==> config.mk <==
export PLATFORM = sky130hd
export DESIGN_NAME = winograd_tile_scheduler
export DESIGN_NICKNAME = d
export VERILOG_FILES = /design/src/rtl/winograd_tile_scheduler.sv
export SDC_FILE = /design/constraint.sdc
export NUM_CORES = 1
export LEC_CHECK = 0
export ABC_AREA = 1
export ABC_CLOCK_PERIOD_IN_PS = 3450
export CAP_MARGIN = 15
export CORE_ASPECT_RATIO = 1.1
export CORE_UTILIZATION = 40
export DETAILED_ROUTE_END_ITERATION = 8
export GPL_TIMING_DRIVEN = 0
export PLACE_DENSITY_LB_ADDON = 0.2
export SYNTH_ARGS = -nofsm -noshare
export SYNTH_HDL_FRONTEND = slang
export SYNTH_SLANG_ARGS = --single-unit
==> constraint.sdc <==
create_clock -name clk -period 3.45 [get_ports clk]
set_input_delay 0.69 -clock clk [delete_from_list [all_inputs] [get_ports clk]]
set_output_delay 0.69 -clock clk [all_outputs]
set_load 0.02 [all_outputs]
==> src/rtl/winograd_tile_scheduler.sv <==
// winograd_tile_scheduler
// Sequencer for a Winograd F(2x2,3x3) PE. Walks an IMG_H x IMG_W feature map
// in overlapping TILE x TILE tiles at step STRIDE (raster order, rows outer),
// issues one tile request per tile, and carries each accepted tile's
// coordinates through a PE_LATENCY-deep pipe so the PE's 2x2 result is
// tagged with its output origin. Holds the PE in reset while idle.
//
// Ports:
//   clk        rising-edge clock
//   reset      asynchronous active-low reset
//   start      begin a frame (sampled only while idle)
//   busy       frame in progress (issuing or draining)
//   done       one-cycle end-of-frame pulse
//   tile_req   tile request pending
//   tile_row   top-left input row of requested tile
//   tile_col   top-left input column of requested tile
//   tile_ack   fetch unit accepts the pending tile this cycle
//   pe_reset   synchronous reset to the PE (high while idle)
//   out_valid  PE output valid this cycle
//   out_row    output row of that 2x2 result
//   out_col    output column of that 2x2 result
module winograd_tile_scheduler #(
    parameter int IMG_H      = 8,
    parameter int IMG_W      = 8,
    parameter int TILE       = 4,
    parameter int STRIDE     = 2,
    parameter int PE_LATENCY = 8,
    parameter int COORD_W    = 8
) (
    input  logic               clk,
    input  logic               reset,
    input  logic               start,
    output logic               busy,
    output logic               done,
    output logic               tile_req,
    output logic [COORD_W-1:0] tile_row,
    output logic [COORD_W-1:0] tile_col,
    input  logic               tile_ack,
    output logic               pe_reset,
    output logic               out_valid,
    output logic [COORD_W-1:0] out_row,
    output logic [COORD_W-1:0] out_col
);

    localparam int TX    = (IMG_W - TILE) / STRIDE + 1;
    localparam int TY    = (IMG_H - TILE) / STRIDE + 1;
    localparam int NT    = TX * TY;
    localparam int CNT_W = $clog2(NT + 1);

    localparam logic [COORD_W-1:0] COL_LAST = COORD_W'(IMG_W - TILE);
    localparam logic [COORD_W-1:0] STEP     = COORD_W'(STRIDE);
    localparam logic [CNT_W-1:0]   CNT_LAST = CNT_W'(NT - 1);

    localparam logic [1:0] S_IDLE  = 2'd0;
    localparam logic [1:0] S_ISSUE = 2'd1;
    localparam logic [1:0] S_DRAIN = 2'd2;
    localparam logic [1:0] S_DONE  = 2'd3;

    logic [1:0]         state;
    logic [COORD_W-1:0] row, col;
    logic [CNT_W-1:0]   cnt;
    logic               ack;

    // Latency pipe: stage 0 takes the accepted tile, stage PE_LATENCY-1 drives out_*.
    logic [PE_LATENCY-1:0]              vld_pipe;
    logic [PE_LATENCY-1:0][COORD_W-1:0] row_pipe;
    logic [PE_LATENCY-1:0][COORD_W-1:0] col_pipe;

    // True when the pipe will hold nothing after this edge: only the head
    // stage may be occupied (it leaves this edge), and nothing enters in DRAIN.
    logic pipe_empty_next;

    assign ack             = tile_req & tile_ack;
    assign pipe_empty_next = ~|vld_pipe[PE_LATENCY-2:0];

    always_ff @(posedge clk or negedge reset) begin
        if (!reset) begin
            state <= S_IDLE;
            row   <= '0;
            col   <= '0;
            cnt   <= '0;
        end else begin
            case (state)
                S_IDLE: begin
                    if (start) begin
                        state <= S_ISSUE;
                        row   <= '0;
                        col   <= '0;
                        cnt   <= '0;
                    end
                end
                S_ISSUE: begin
                    if (ack) begin
                        if (col < COL_LAST) begin
                            col <= col + STEP;
                        end else begin
                            col <= '0;
                            row <= row + STEP;
                        end
                        cnt <= cnt + 1'b1;
                        if (cnt == CNT_LAST) state <= S_DRAIN;
                    end
                end
                S_DRAIN: begin
                    if (pipe_empty_next) state <= S_DONE;
                end
                default: state <= S_IDLE;
            endcase
        end
    end

    always_ff @(posedge clk or negedge reset) begin
        if (!reset) begin
            vld_pipe <= '0;
            row_pipe <= '0;
            col_pipe <= '0;
        end else begin
            vld_pipe <= {vld_pipe[PE_LATENCY-2:0], ack};
            row_pipe <= {row_pipe[PE_LATENCY-2:0], tile_row};
            col_pipe <= {col_pipe[PE_LATENCY-2:0], tile_col};
        end
    end

    assign busy      = (state == S_ISSUE) || (state == S_DRAIN);
    assign done      = (state == S_DONE);
    assign tile_req  = (state == S_ISSUE);
    assign tile_row  = row;
    assign tile_col  = col;
    assign pe_reset  = (state == S_IDLE);
    assign out_valid = vld_pipe[PE_LATENCY-1];
    assign out_row   = row_pipe[PE_LATENCY-1];
    assign out_col   = col_pipe[PE_LATENCY-1];

endmodule
==> flow_metrics.env <==
export IMPL_crit_type="flop to output port"
export IMPL_syn_inst=287
export IMPL_nets=359
export IMPL_insertion_delay_ns=0.41
export IMPL_num_vias=2078
export IMPL_cts_buffers_inserted=17
export IMPL_synthToLayoutAreaGrowth_pct=26.5
export IMPL_cp_start_kind="flop"
export IMPL_met1_usage_pct=13.0
export IMPL_io_pins=41
export IMPL_ir_drop_uv=469
export IMPL_syn_avg_cell_area_um2=15.2
export IMPL_clockBufferDepth=2
export IMPL_cts_max_level=4
export IMPL_antennaDiodeCount=0
export IMPL_path_cells="inv_1, ha_1, clkdlybuf4s50_1"
export IMPL_p_leak_nw=2.81
export IMPL_antenna_found_initial=0
export IMPL_grt_pass1_wl_um=9690
export IMPL_status="finished, final reports clean"
export IMPL_final_core_util_pct=52.6
export IMPL_worst_clock_skew_ns=0.00716
export IMPL_clkTransAtPathRegs_ns=0.06
export IMPL_synth_area_mm2=0.00436
export IMPL_cts_sinks=140
export IMPL_dr_pass1_iters=4
export IMPL_grtUsageTotal_pct=11.6
export IMPL_cpPeakStageDelay_ns=0.61
export IMPL_portBuffers=36
export IMPL_synthTopCellsByCount="140 x dfrtp_1, 28 x nand2_1, 22 x nor2_1, 19 x buf_4, 17 x inv_1"
export IMPL_ys_flop_type="dfrtp_1"
export IMPL_num_rows=39
export IMPL_worstPathRequired_ns=2.76
export IMPL_p_per_area_mw_per_mm2=820
export IMPL_period_minus_slack_ns=2.53
export IMPL_root_buffer="clkbuf_16"
export IMPL_cts_hold_buf=0
export IMPL_async_flop_share_pct=100
export IMPL_start_util_pct=41.6
export IMPL_rsz0062_at_grt="false"
export IMPL_grt_busiest_layer="met2"
export IMPL_ant_nets=0
export IMPL_cp_slowest_cell="clkdlybuf4s50_1"
export IMPL_synth_area_leaders="dfrtp_1 80%, buf_4 3.3%, ha_1 2.6%"
export IMPL_r2r_slack_ns=1.79
export IMPL_cts_setup_buffers=0
export IMPL_placed_area_mm2=0.00494
export IMPL_drcViolationCount=0
export IMPL_hold_violations=0
export IMPL_routed_wirelength_um=5330
export IMPL_grt_start_max_net_pins=96
export IMPL_drtIter0Drc=67
export IMPL_design_area_mm2=0.00551
export IMPL_grt_use_met2_pct=17.9
export IMPL_dieArea_mm2=0.0113
export IMPL_yosysSeqAreaShare_pct=80.4
export IMPL_die_h_um=111
export IMPL_min_path_type="input port to asynchronous set/reset pin"
export IMPL_fmax_ghz=0.395
export IMPL_use_met3_pct=4.83
export IMPL_wl_per_cell_um=10.6
export IMPL_synth_edf_count=0
export IMPL_fp_dieW_um=102
export IMPL_endpoint_kind="output port"
export IMPL_cts_resized_gates=0
export IMPL_yosysMostFrequentCell="dfrtp_1"
export IMPL_yosys_area_top_type_share_pct=80.4
export IMPL_yosysWarnings=0
export IMPL_fin_crit_sh_pct=73.3
export IMPL_fin_cells=501
export IMPL_grt_ovfl_total=0
export IMPL_drive_gt1_share_pct=19.8
export IMPL_core_mm2=0.0105
export IMPL_worstPathMaxFanout=5
export IMPL_cts_tree="yes"
export IMPL_yosysTopAreaCell="dfrtp_1"
export IMPL_drv_cap=0
export IMPL_place_gp_congestion=0.710
export IMPL_ys_ff_latch=140
export IMPL_viasPerCell=4.15
export IMPL_slew_violations=0
export IMPL_dp_hpwl_um=3140
export IMPL_grt_pass1_vias=2177
export IMPL_place_inst=470
export IMPL_ys_types=23
export IMPL_crit_arrival_ns=1.84
export IMPL_setup_violations=0
## per-stage QoR
step	hold slack, ns	power [mW]	setup TNS (ns)	setup WS (ns)
detailed placement	0.335	2.81	0	1.36
global route	0.231	4.77	0	0.836
finish	0.205	4.52	0	0.921
global placement	0.331	2.78	-491.62	-3.52
floorplan	0.331	2.52	0	1.79
CTS	0.199	4.59	0	0.895
## routing by layer
layer | part of all wire, % | vias to the layer above
met1 | 43 | 1020
met2 | 49 | 51
met5 | 0 | -
met3 | 5.1 | 17
li1 | - | 990
met4 | 3.3 | 0
## state kept, by name, indices dropped and copies added, names as in the netlist
register  cells
out_row       7
vld_pipe      8
row_pipe     49
out_col       7
state         2
cnt           4
tile_col      7
col_pipe     49
tile_row      7
## worst paths after layout
check	start	endpoint	depth (start not counted)
setup / recovery	state[0]	busy	3
hold / removal	reset	out_row[3]	1
setup reg to reg	state[1]	tile_row[6]	12
hold reg to reg	row_pipe[33]	row_pipe[41]	0
max in group asynchronous	reset	col_pipe[47]	2
min in group clk	row_pipe[33]	row_pipe[41]	0
## worst max-delay path: cells and delay by family, from the launching register on
family	cells	cell delay [ns]
adder cells (fa/ha/maj)	1	0.31
buffers and inverters	2	0.70
flip-flops	1	0.42
## cells in the final DEF, fill, tap and decap left out, drive strengths merged
cell	Yosys	final
a21oi	2	2
buf	21	23
bufinv	0	3
clkbuf	0	23
clkdlybuf4s50	0	35
clkinv	0	4
clkinvlp	0	1
conb	1	4
dfrtp	140	140
ha	9	9
inv	21	21
nand2	38	38
nand3	14	14
nand4	4	4
nor2	23	23
o21ai	10	10
or2	1	1
xor2	3	3
## logic make-up (layout without fill, tap and decap cells)
kind of cell,Yosys count,after routing,synth area share [%]
buffers and inverters,42,110,5.97
flip-flops,140,140,80.4
other,1,4,0.0860
adder cells (fa/ha/maj),9,9,2.58
AO/OA/AOI/OAI,12,12,2.07
AND/OR/NAND/NOR,80,80,8.32
XOR/XNOR,3,3,0.603
## where the power goes
part	leakage [nW]	internal, mW	switching (mW)	total [mW]
combinational	0.601	0.341	0.469	0.810
clock	0.281	1.15	0.604	1.75
sequential	1.93	1.85	0.109	1.96
## layout make-up
class / count / area, um2
well taps: 143 / 179
multi-input cells: 108 / 607
clock inverters: 8 / 118
flip-flops and latches: 140 / 3500
clock buffers: 23 / 458
repair buffers: 37 / 389
plain buffers: 21 / 174
fillers: 870 / 4980
inverters: 21 / 86.3
(Power assumes the default switching activity.)
==> RTL edit, RTL diff (same settings) <==
Reset style: synchronous (`reset`), changed in 2 clocked blocks. Comments in the files are not updated.
--- a/src/rtl/winograd_tile_scheduler.sv
+++ b/src/rtl/winograd_tile_scheduler.sv
@@ -74,5 +74,5 @@
     assign pipe_empty_next = ~|vld_pipe[PE_LATENCY-2:0];
 
-    always_ff @(posedge clk or negedge reset) begin
+    always_ff @(posedge clk) begin
         if (!reset) begin
             state <= S_IDLE;
@@ -110,5 +110,5 @@
     end
 
-    always_ff @(posedge clk or negedge reset) begin
+    always_ff @(posedge clk) begin
         if (!reset) begin
             vld_pipe <= '0;
Formal check against the unedited RTL: differs if reset is asserted again (counterexample within 4 cycles, from zero or initial values and one cycle with reset low); with reset held inactive, the same outputs for 10 cycles.
==> RTL edit against the unedited design <==
  * Non-clock buffer count increased by 12
  * Global-route usage increased by 0.78 points
  * Synthesized area increased by 6.1%
  * Wire length increased by 24%
  * Final area increased by 4.0%
  * Power decreased by 11%
  * Sequential share of layout area decreased by 15 points
  * Clock skew decreased by 0.0016 ns
  * Worst setup slack improved by 0.047 ns
  * Cell count increased by 52%
  * Sequential cell count unchanged
  * Via count increased by 46%
==> RTL edit: results (changes against the unedited design) <==
first-pass GRT wire length=11,600 um (+20%); synthesized instance count=549 (+91%); worst hold path class=register to register; fraction of area in multi-input gates=18.1% (+7.1 points); All-Layer GR Usage=12.4% (+0.78 points); clock-cell share of area=9.88% (-0.56 points); commonest cells in the netlist=nand2_1 (157), inv_1 (146), dfxtp_1 (140), nor2_1 (22), buf_4 (18); Post-Synth Adder-Cell Area=2.44% (-0.15 points); Clock power frac=42.4% (+3.7 points); nonclk inv count=146 (+600%); layout cells sized above 1=10.4% (-9.5 points); sw frac=25.0% (-1.1 points); Met2 Wirelength=3180 um (+23%); total CTS buffers=17 (unchanged); sequential power=1700 uW (-13%); Post-Place Cells=734 (+56%); CLK BUF=22 (-4.3%); hold path depth=2; vias in the first global route=2,777 (+28%); Initial DRC Count=66 (-1.5%); Static Leak=0.00335 uW (+19%); NonClk Buf Share=10.4% (+0.21 points); FILL cells=1,051 (+21%); sequential-to-total area share from yosys stat=60.6% (-20 points); IO buf count=35 (-2.8%); CTS root buf=clkbuf_16; via/cell ratio=3.98 (-4.1%); status=completed; met2 Use GR=21.3% (+3.4 points); nonclk buf count=70 (+21%); nets=619 (+72%); complex-gate fraction of the synthesized area=1.62% (-0.44 points); met1 Resource Use GR=13.7% (+0.75 points); largest net degree at the start of global routing=17 (-82%); average wire per standard cell=8.66 um (-19%); Max VDD drop=0.609 mV (+30%); cells on worst reg2reg path=11 (-1); gpl congestion=0.886 (+25%); synth unique cells=26 (+13%); Seq/total area=48.9% (-15 points); wire length on met3=285 um (+5.9%); Final Instance Count excl. Fillers=764 (+52%); post-synthesis xor/xnor area fraction=0.189% (-0.41 points); #MultiIn Comb=231 (+110%); HPWL Detailed=4540 um (+45%); worst-case clock skew=0.00553 ns (-0.00163 ns); met1 WL=3100 um (+35%); largest cells by area after synthesis=dfxtp_1 (61%), nand2_1 (13%), inv_1 (12%), buf_4 (2.9%), ha_1 (2.4%); async set-or-reset flop fraction in the synthesized netlist=0% (-100 points)
RTL edit: cell types whose count changed after synthesis, moves of 7 or more:
cell     delta
inv_1     +129
buf_2       +8
dfrtp_1   -140
dfxtp_1   +140
nand2_1   +129
nand2_2     -7
RTL edit: worst paths after layout:
kind	startpoint	endpoint	slack, ns
max	state[0]	busy	0.97
min	row_pipe[36]	row_pipe[44]	0.41
max reg2reg	state[1]	tile_row[4]	1.70
min reg2reg	row_pipe[36]	row_pipe[44]	0.41
RTL edit: per-stage QoR:
step | instance area, um^2 | setup slack, ns | hold slack (ns) | util [%] | power, uW
6_report | 5740 | 0.968 | 0.406 | 51.6 | 4020
5_1_grt | 5740 | 0.876 | 0.417 | 51.6 | 4230
4_1_cts | 5740 | 0.943 | 0.408 | 51.6 | 4070
3_5_place_dp | 5170 | 1.35 | 0.395 | 46.5 | 2350
3_3_place_gp | 5170 | 1.38 | 0.390 | 46.5 | 2330
2_1_floorplan | 4640 | 1.86 | 0.386 | - | 2170
